==> src/rtl/mem_stage_unit.sv <==
// MEM pipeline stage: drives loads/stores onto a req/ack data memory, formats store lanes,
// extends load data and registers the results into the MEM/WB boundary.
module mem_stage_unit #(
  parameter int INST_SZ = 32,
  parameter int ADDR_SZ = 10
) (
  input  logic               i_clk,
  input  logic               i_reset,
  input  logic               i_enable,
  input  logic               i_halt,
  input  logic               i_mem_write,
  input  logic [2:0]         i_bhw,
  input  logic               i_reg_write,
  input  logic               i_mem_to_reg,
  input  logic               i_bds_sel,
  input  logic [INST_SZ-1:0] i_alu_result,
  input  logic [INST_SZ-1:0] i_write_data,
  input  logic [4:0]         i_write_register,
  input  logic [INST_SZ-1:0] i_bds,
  output logic               o_dm_req,
  output logic               o_dm_we,
  output logic [ADDR_SZ-1:0] o_dm_addr,
  output logic [3:0]         o_dm_be,
  output logic [INST_SZ-1:0] o_dm_wdata,
  input  logic               i_dm_ack,
  input  logic [INST_SZ-1:0] i_dm_rdata,
  output logic               o_stall,
  output logic               o_halt,
  output logic               o_reg_write,
  output logic               o_mem_to_reg,
  output logic               o_bds_sel,
  output logic [INST_SZ-1:0] o_read_data,
  output logic [INST_SZ-1:0] o_alu_result,
  output logic [4:0]         o_write_register,
  output logic [INST_SZ-1:0] o_bds,
  output logic               o_misaligned
);

  typedef enum logic [1:0] {
    S_IDLE,
    S_WAIT,
    S_HOLD
  } state_t;

  // Byte enables for a store of the given size at byte offset off.
  function automatic logic [3:0] lane_be(input logic [1:0] bsel, input logic [1:0] off);
    case (bsel)
      2'b00:   lane_be = 4'b0001 << off;
      2'b01:   lane_be = off[1] ? 4'b1100 : 4'b0011;
      default: lane_be = 4'b1111;
    endcase
  endfunction

  function automatic logic [INST_SZ-1:0] lane_data(input logic [1:0] bsel,
                                                   input logic [INST_SZ-1:0] wd);
    case (bsel)
      2'b00:   lane_data = {4{wd[7:0]}};
      2'b01:   lane_data = {2{wd[15:0]}};
      default: lane_data = wd;
    endcase
  endfunction

  function automatic logic [INST_SZ-1:0] load_ext(input logic [1:0] bsel, input logic uns,
                                                  input logic [1:0] off,
                                                  input logic [INST_SZ-1:0] rd);
    logic [7:0]  b;
    logic [15:0] h;
    b = rd[8*off +: 8];
    h = rd[16*off[1] +: 16];
    case (bsel)
      2'b00:   load_ext = uns ? {24'd0, b} : {{24{b[7]}}, b};
      2'b01:   load_ext = uns ? {16'd0, h} : {{16{h[15]}}, h};
      default: load_ext = rd;
    endcase
  endfunction

  state_t state_q, state_d;
  logic [INST_SZ-1:0] rdata_buf_q, rdata_buf_d;

  logic               halt_q, halt_d;
  logic               reg_write_q, reg_write_d;
  logic               mem_to_reg_q, mem_to_reg_d;
  logic               bds_sel_q, bds_sel_d;
  logic [INST_SZ-1:0] read_data_q, read_data_d;
  logic [INST_SZ-1:0] alu_result_q, alu_result_d;
  logic [4:0]         write_register_q, write_register_d;
  logic [INST_SZ-1:0] bds_q, bds_d;
  logic               misaligned_q, misaligned_d;

  logic               is_load, mem_op, misaligned, access;
  logic               dm_req, latch, use_buf;
  logic [1:0]         off;
  logic [INST_SZ-1:0] rdata_src;

  assign off        = i_alu_result[1:0];
  assign is_load    = i_mem_to_reg & i_reg_write;
  assign mem_op     = i_mem_write | is_load;
  // Size code 10 is treated as a word access, so bhw[1] alone selects word alignment.
  assign misaligned = mem_op & (((i_bhw[1:0] == 2'b01) & off[0]) | (i_bhw[1] & (|off)));
  assign access     = mem_op & ~misaligned;

  always_comb begin
    state_d     = state_q;
    rdata_buf_d = rdata_buf_q;
    dm_req      = 1'b0;
    latch       = 1'b0;
    use_buf     = 1'b0;
    case (state_q)
      S_IDLE: begin
        dm_req = i_enable & access;
        if (i_enable) begin
          if (!access || i_dm_ack) latch = 1'b1;
          else                     state_d = S_WAIT;
        end
      end
      S_WAIT: begin
        dm_req = 1'b1;
        if (i_dm_ack) begin
          if (i_enable) begin
            latch   = 1'b1;
            state_d = S_IDLE;
          end else begin
            rdata_buf_d = i_dm_rdata;
            state_d     = S_HOLD;
          end
        end
      end
      // Access already completed while the stage was frozen; no second request is issued.
      S_HOLD: begin
        use_buf = 1'b1;
        if (i_enable) begin
          latch   = 1'b1;
          state_d = S_IDLE;
        end
      end
      default: state_d = S_IDLE;
    endcase
    if (i_reset) dm_req = 1'b0;
  end

  assign rdata_src = use_buf ? rdata_buf_q : i_dm_rdata;

  always_comb begin
    halt_d           = halt_q;
    reg_write_d      = reg_write_q;
    mem_to_reg_d     = mem_to_reg_q;
    bds_sel_d        = bds_sel_q;
    read_data_d      = read_data_q;
    alu_result_d     = alu_result_q;
    write_register_d = write_register_q;
    bds_d            = bds_q;
    misaligned_d     = misaligned_q;
    if (latch) begin
      halt_d           = i_halt;
      reg_write_d      = i_reg_write & ~misaligned;
      mem_to_reg_d     = i_mem_to_reg;
      bds_sel_d        = i_bds_sel;
      read_data_d      = (is_load & ~misaligned) ? load_ext(i_bhw[1:0], i_bhw[2], off, rdata_src)
                                                 : '0;
      alu_result_d     = i_alu_result;
      write_register_d = i_write_register;
      bds_d            = i_bds;
      misaligned_d     = misaligned;
    end
  end

  // MEM/WB boundary
  always_ff @(posedge i_clk) begin
    if (i_reset) begin
      state_q          <= S_IDLE;
      halt_q           <= 1'b0;
      reg_write_q      <= 1'b0;
      mem_to_reg_q     <= 1'b0;
      bds_sel_q        <= 1'b0;
      read_data_q      <= '0;
      alu_result_q     <= '0;
      write_register_q <= '0;
      bds_q            <= '0;
      misaligned_q     <= 1'b0;
    end else begin
      state_q          <= state_d;
      halt_q           <= halt_d;
      reg_write_q      <= reg_write_d;
      mem_to_reg_q     <= mem_to_reg_d;
      bds_sel_q        <= bds_sel_d;
      read_data_q      <= read_data_d;
      alu_result_q     <= alu_result_d;
      write_register_q <= write_register_d;
      bds_q            <= bds_d;
      misaligned_q     <= misaligned_d;
    end
  end

  always_ff @(posedge i_clk) begin
    rdata_buf_q <= rdata_buf_d;
  end

  assign o_dm_req         = dm_req;
  assign o_dm_we          = i_mem_write;
  assign o_dm_addr        = i_alu_result[ADDR_SZ+1:2];
  assign o_dm_be          = i_mem_write ? lane_be(i_bhw[1:0], off) : 4'b1111;
  assign o_dm_wdata       = lane_data(i_bhw[1:0], i_write_data);
  assign o_stall          = dm_req & ~i_dm_ack;

  assign o_halt           = halt_q;
  assign o_reg_write      = reg_write_q;
  assign o_mem_to_reg     = mem_to_reg_q;
  assign o_bds_sel        = bds_sel_q;
  assign o_read_data      = read_data_q;
  assign o_alu_result     = alu_result_q;
  assign o_write_register = write_register_q;
  assign o_bds            = bds_q;
  assign o_misaligned     = misaligned_q;

endmodule

==> config.mk <==
export PLATFORM = sky130hd
export DESIGN_NAME = mem_stage_unit
export DESIGN_NICKNAME = d
export VERILOG_FILES = /design/src/rtl/mem_stage_unit.sv
export SDC_FILE = /design/constraint.sdc
export NUM_CORES = 1
export LEC_CHECK = 0
export ABC_AREA = 1
export CAP_MARGIN = 5
export CORE_UTILIZATION = 38
export CTS_CLUSTER_SIZE = 10
export DETAILED_ROUTE_END_ITERATION = 10
export PLACE_DENSITY_LB_ADDON = 0.15
export SYNTH_ARGS = -nofsm -noshare
export SYNTH_HDL_FRONTEND = slang
export SYNTH_SLANG_ARGS = --single-unit
==> constraint.sdc <==
create_clock -name i_clk -period 1.8 [get_ports i_clk]
set_clock_uncertainty 0.15 [all_clocks]
set_input_delay 0.27 -clock i_clk [delete_from_list [all_inputs] [get_ports i_clk]]
set_output_delay 0.27 -clock i_clk [all_outputs]
set_load 0.01 [all_outputs]
Yosys cells after proc, flatten, opt, wreduce, memory -nomap -nowiden

Cells that the tools add are included.

Bits in registers: 140
Input port bits: 145

Equality and inequality tests: 7
Shift-type cells: 3
Muxes and demuxes: 23
Bitwise logic cells: 14
Reductions and logical operators: 7

Operators with widths:

| cell                  | number |
|---|---|
| $mux W32              | 4 |
| $pmux W32 S2          | 2 |
| $shiftx A32 B6 Y16    | 1 |
| $shiftx A32 B6 Y8     | 1 |
| $mux W2               | 5 |
| $and A1 B1 Y1         | 9 |
| $mux W4               | 2 |
| $ne A2 B2 Y1 const B  | 4 |
| $pmux W4 S2           | 1 |
| $mux W1               | 6 |
| $pmux W2 S3           | 1 |
| $eq A2 B1 Y1 const B  | 2 |
| $logic_not A2 Y1      | 2 |
| $reduce_and A4 Y1     | 1 |
| $shl A1 B2 Y4 const A | 1 |
| $not A1 Y1            | 3 |
| $pmux W1 S3           | 1 |
| $reduce_and A3 Y1     | 1 |
| $eq A2 B2 Y1 const B  | 1 |
| $or A1 B1 Y1          | 2 |
| $pmux W1 S2           | 1 |
| $reduce_or A2 Y1      | 1 |
| $logic_not A1 Y1      | 1 |
| $logic_or A1 B1 Y1    | 1 |

Logic depth before layout (Yosys ltp)

Depth in word-level cells: 11
Mapped depth: 12
Gate-level depth less buffers: 11

Worst setup path before layout

No wires, ideal clock.

Path kind: register to register
Start point: reg state_q[0]
End point: reg rdata_buf_q[0], enable pin
Library setup time: 387 ps
Data arrival time: 1252 ps
Required time: 1263 ps
Slack: 11 ps
Stages on the path, launching flop included: 5
Path buffers: 0
Cells stage by stage: dfxtp_1 > inv_2 > nor2_1 > nand3_1 > inv_1

Longest elaborated chain between the ends: 2

Ends and longest elaborated chain:

| element                     | RTL line | RTL |
|---|---|---|
| from (decl)                 | 77       | `state_t state_q, state_d;` |
| from (signal assigned)      | 181      | `state_q <= state_d;` |
| $eq A2 B1 Y1                | 108      | `case (state_q)` |
| $reduce_and A3 Y1 (no line) | n/a      |  |
| to (signal assigned)        | 195      | `rdata_buf_q <= rdata_buf_d;` |
| to (decl)                   | 78       | `logic [INST_SZ-1:0] rdata_buf_q, rdata_buf_d;` |

No other way between the ends.
A chain may end at the register's enable or synchronous reset.

Worst setup path in the final report

Start point: reg state_q[1]
End point: reg read_data_q[6], in the netlist o_read_data[6]

Longest elaborated chain between the ends: 7
Elaborated cells on any way between the ends: 12
Those cells by class: eq/ne: 2; shift: 2; mux: 7; reduce/logical: 1

Ends and longest elaborated chain:

| element                                                 | RTL line | RTL |
|---|---|---|
| $eq A2 B2 Y1                                            | 108      |  |
| $mux W1                                                 | 108      |  |
| $mux W32                                                | 141      | `assign rdata_src = use_buf ? rdata_buf_q : i_dm_rdata;` |
| $shiftx A32 B6 Y16 or $shiftx A32 B6 Y8 (tied branches) | 69, 68   |  |
| $mux W32, on equally long branches                      | 72, 71   |  |
| $pmux W32 S2                                            | 70       | `case (bsel)` |
| $mux W32                                                | 158      | `read_data_d = (is_load & ~misaligned) ? load_ext(i_bhw[1:0], i_bhw[2], off, rdata_src)` |
| to (signal assigned)                                    | 186      | `read_data_q <= read_data_d;` |
| to (decl)                                               | 84       | `logic [INST_SZ-1:0] read_data_q, read_data_d;` |

Several ways; a longest one is shown, not always the timed one.

==> metrics <==
Setup-failing EPs final=0; GRT Total Usage=0.2455; global-route wire length before repair=approximately 34,000 µm; CTS tree=done; GPL Wtd Cong=0.8746; Synth warnings=0; Die Ht=~130 µm; H-tree levels=4; Commonest cells post-synth=197 x nand2_1, 156 x nor2_1, 108 x dfxtp_1; Mapped Area=~6400 µm²; Seq cells post-synth=140; Pwr Density=769.3 nW/µm²; final core utilization=0.6645; CTS Buffer Depth=2; Pint=6227 µW; setup TNS=0 ns; Worst setup SP type=flip-flop; critical path required time=1.99 ns; Layout Nets=1,332; largest net degree at the start of global routing=73; Distinct cells, synth=30; syn avg cell area=7.627 µm²; Synth area leader=dfxtp_1; I/O Pins=300; CTS buffer count=17; worst skew pair latency=0.42 ns; fin crit share=0.9955; FFs w/ async S/R, synth=0; ranking of synthesized cells by area=dfxtp_1 34%, edfxtp_1 15%, nand2_1 11%, nor2_1 9.1%, o21ai_0 7.5%; unrepaired setup endpoints after global routing=yes; sequential share of the synthesized area=0.4846; Residual DRC=0; Detailed Route WL=~22,000 µm; share of cells above drive strength 1=0.2028; wire per inst=15.78 µm; Slew Limit Fails=0; initial antenna violation count=0; Pleak=roughly 0.0046 µW; ANT cells=0; Clock transition at path regs=0.05 ns; total number of vias=6,892; Switching Share=0.2655; most common cell in the netlist=nand2_1; Main synth FF type=dfxtp_1; relative slew slack=0.7614; CTS root buf=clkbuf_16; Via-to-Cell Ratio=4.860; Post-synth EDFFs=32; Synth top area share=0.3355; Gate power share=0.214; Finished Cell Area=11,020 µm²; input/output buffers=299; max_cap viols=0; initial DRC count=375; Synth-to-Final Area Change=70.98%; cells after synthesis=845; vias in the first global route=6,476; Die X=132.2 µm; total power=~8500 µW; DP HPWL=around 16,000 µm; FP Rows=47; Slew @ Worst Pin=0.3579 ns; critical path capture point type=flip-flop; minimum clock period=1.792 ns; clk sink count=140; Post-Syn Nets=990; worst path arrival time=between 1.5 and 2 ns; Net Switching=around 2300 µW; status=completed; Die Area=17,480 µm²; starting density of the core=0.3886; HP Class=in -> reg; gr ovfl total=0; Final Hold Viols=0; Core Area=16,580 µm²; Pre-antenna DRT Iters=5; worst-path fanout max=5; Peak Freq=0.5581 GHz; clock share of power=0.379; Peak VDD IR=0.6332 mV; ANT nets after route=0; Area after DPL=9966 µm²; critical path class=reg -> reg; Flop pwr share=0.407
## path summary, 6_finish.rpt
path / slack, ns / endpoint / cells after the start / from
min: 0.16 / o_alu_result[0]$_SDFFE_PP0P_ / 4 / i_alu_result[0]
max reg2reg: 0.008 / o_read_data[6]$_SDFFE_PP0P_ / 13 / state_q[1]$_SDFFE_PP0P_
max: 0.008 / o_read_data[6]$_SDFFE_PP0P_ / 13 / state_q[1]$_SDFFE_PP0P_
min reg2reg: 0.31 / o_read_data[3]$_SDFFE_PP0P_ / 2 / o_read_data[3]$_SDFFE_PP0P_
## power by group through the flow
stage / clock [µW] / combinational, µW / sequential [µW]
after floorplan: 0 / 617 / 3590
after global placement: 0 / 1720 / 3510
after detailed placement: 0 / 1730 / 3520
after CTS: 3290 / 1730 / 3450
after global routing: 3450 / 1950 / 3470
final: 3220 / 1810 / 3450
## cells by family after synthesis
group | share of synthesized area
buf+inv | 0.08814
flops | 0.4846
compound gates | 0.1423
simple gates | 0.2850
## critical path, stage by stage, from the launching register on
cell	delay, ns
dfxtp_4	0.37
inv_4	0.04
nor2_4	0.14
buf_6	0.12
clkbuf_16	0.13
buf_4	0.12
nand2_1	0.07
nand2_1	0.08
nand2_1	0.06
nand2_1	0.09
nand2_1	0.07
nand2_1	0.08
nand2_1	0.05
a21oi_1	0.12
## area by class of cell
class	instances	area, µm²
well taps	220	275.3
clock inverters	9	65.06
clock buffers	21	475.5
multi-input cells	594	3030
repair buffers	391	3875
fillers	1427	5564
flip-flops and latches	140	3131
inverters	43	167.7
## cell usage in the layout (no fill, tap or decap), types with 2 or more instances in the layout
cell             instances
clkdlybuf4s50_1        258
nand2_1                177
nor2_1                 154
dfxtp_1                106
o21ai_0                 87
buf_4                   65
inv_1                   35
edfxtp_1                32
nand3_1                 28
a21oi_1                 22
clkbuf_16               22
nand3_2                 21
nand2_2                 19
o211ai_1                18
dlygate4sd2_1           16
a21oi_2                 15
buf_6                   13
buf_12                  12
or2_2                   10
o21ai_1                  9
o21ai_2                  7
buf_2                    7
nand2_4                  6
nand3_4                  6
clkdlybuf4s15_1          6
clkbuf_2                 5
inv_2                    4
nor2_4                   4
clkinv_2                 4
clkdlybuf4s15_2          4
clkinv_4                 3
inv_4                    2
nor2_2                   2
clkinvlp_4               2
dfxtp_4                  2
## routing by layer
metal	vias up	track usage	share of wire
met5	-	0	0
met4	0	0.08748	0.023
met3	34	0.05729	0.064
met2	253	0.4253	0.50
met1	3185	0.2971	0.41
li1	3420	-	-
## per-stage QoR
stage / worst slack (ns) / hold slack, ns / std cells
2_1_floorplan: 0.01119 / 0.2189 / 845
3_3_place_gp: -0.6822 / 0.3036 / 1366
3_5_place_dp: -0.7217 / 0.3055 / 1366
4_1_cts: 0.001254 / 0.1706 / 1406
5_1_grt: -0.07324 / 0.1565 / 1418
6_report: 0.008114 / 0.1627 / 1418
## timing repair
action | in CTS | in global routing
hold buffers | 0 | 0
gates cloned | 2 | 5
endpoints found under the setup margin | 136 | 121
pin swaps | 11 | 24
resized for setup | 107 | 79
setup buffers | 8 | 7
No activity file was read; power rests on OpenSTA's default activity.
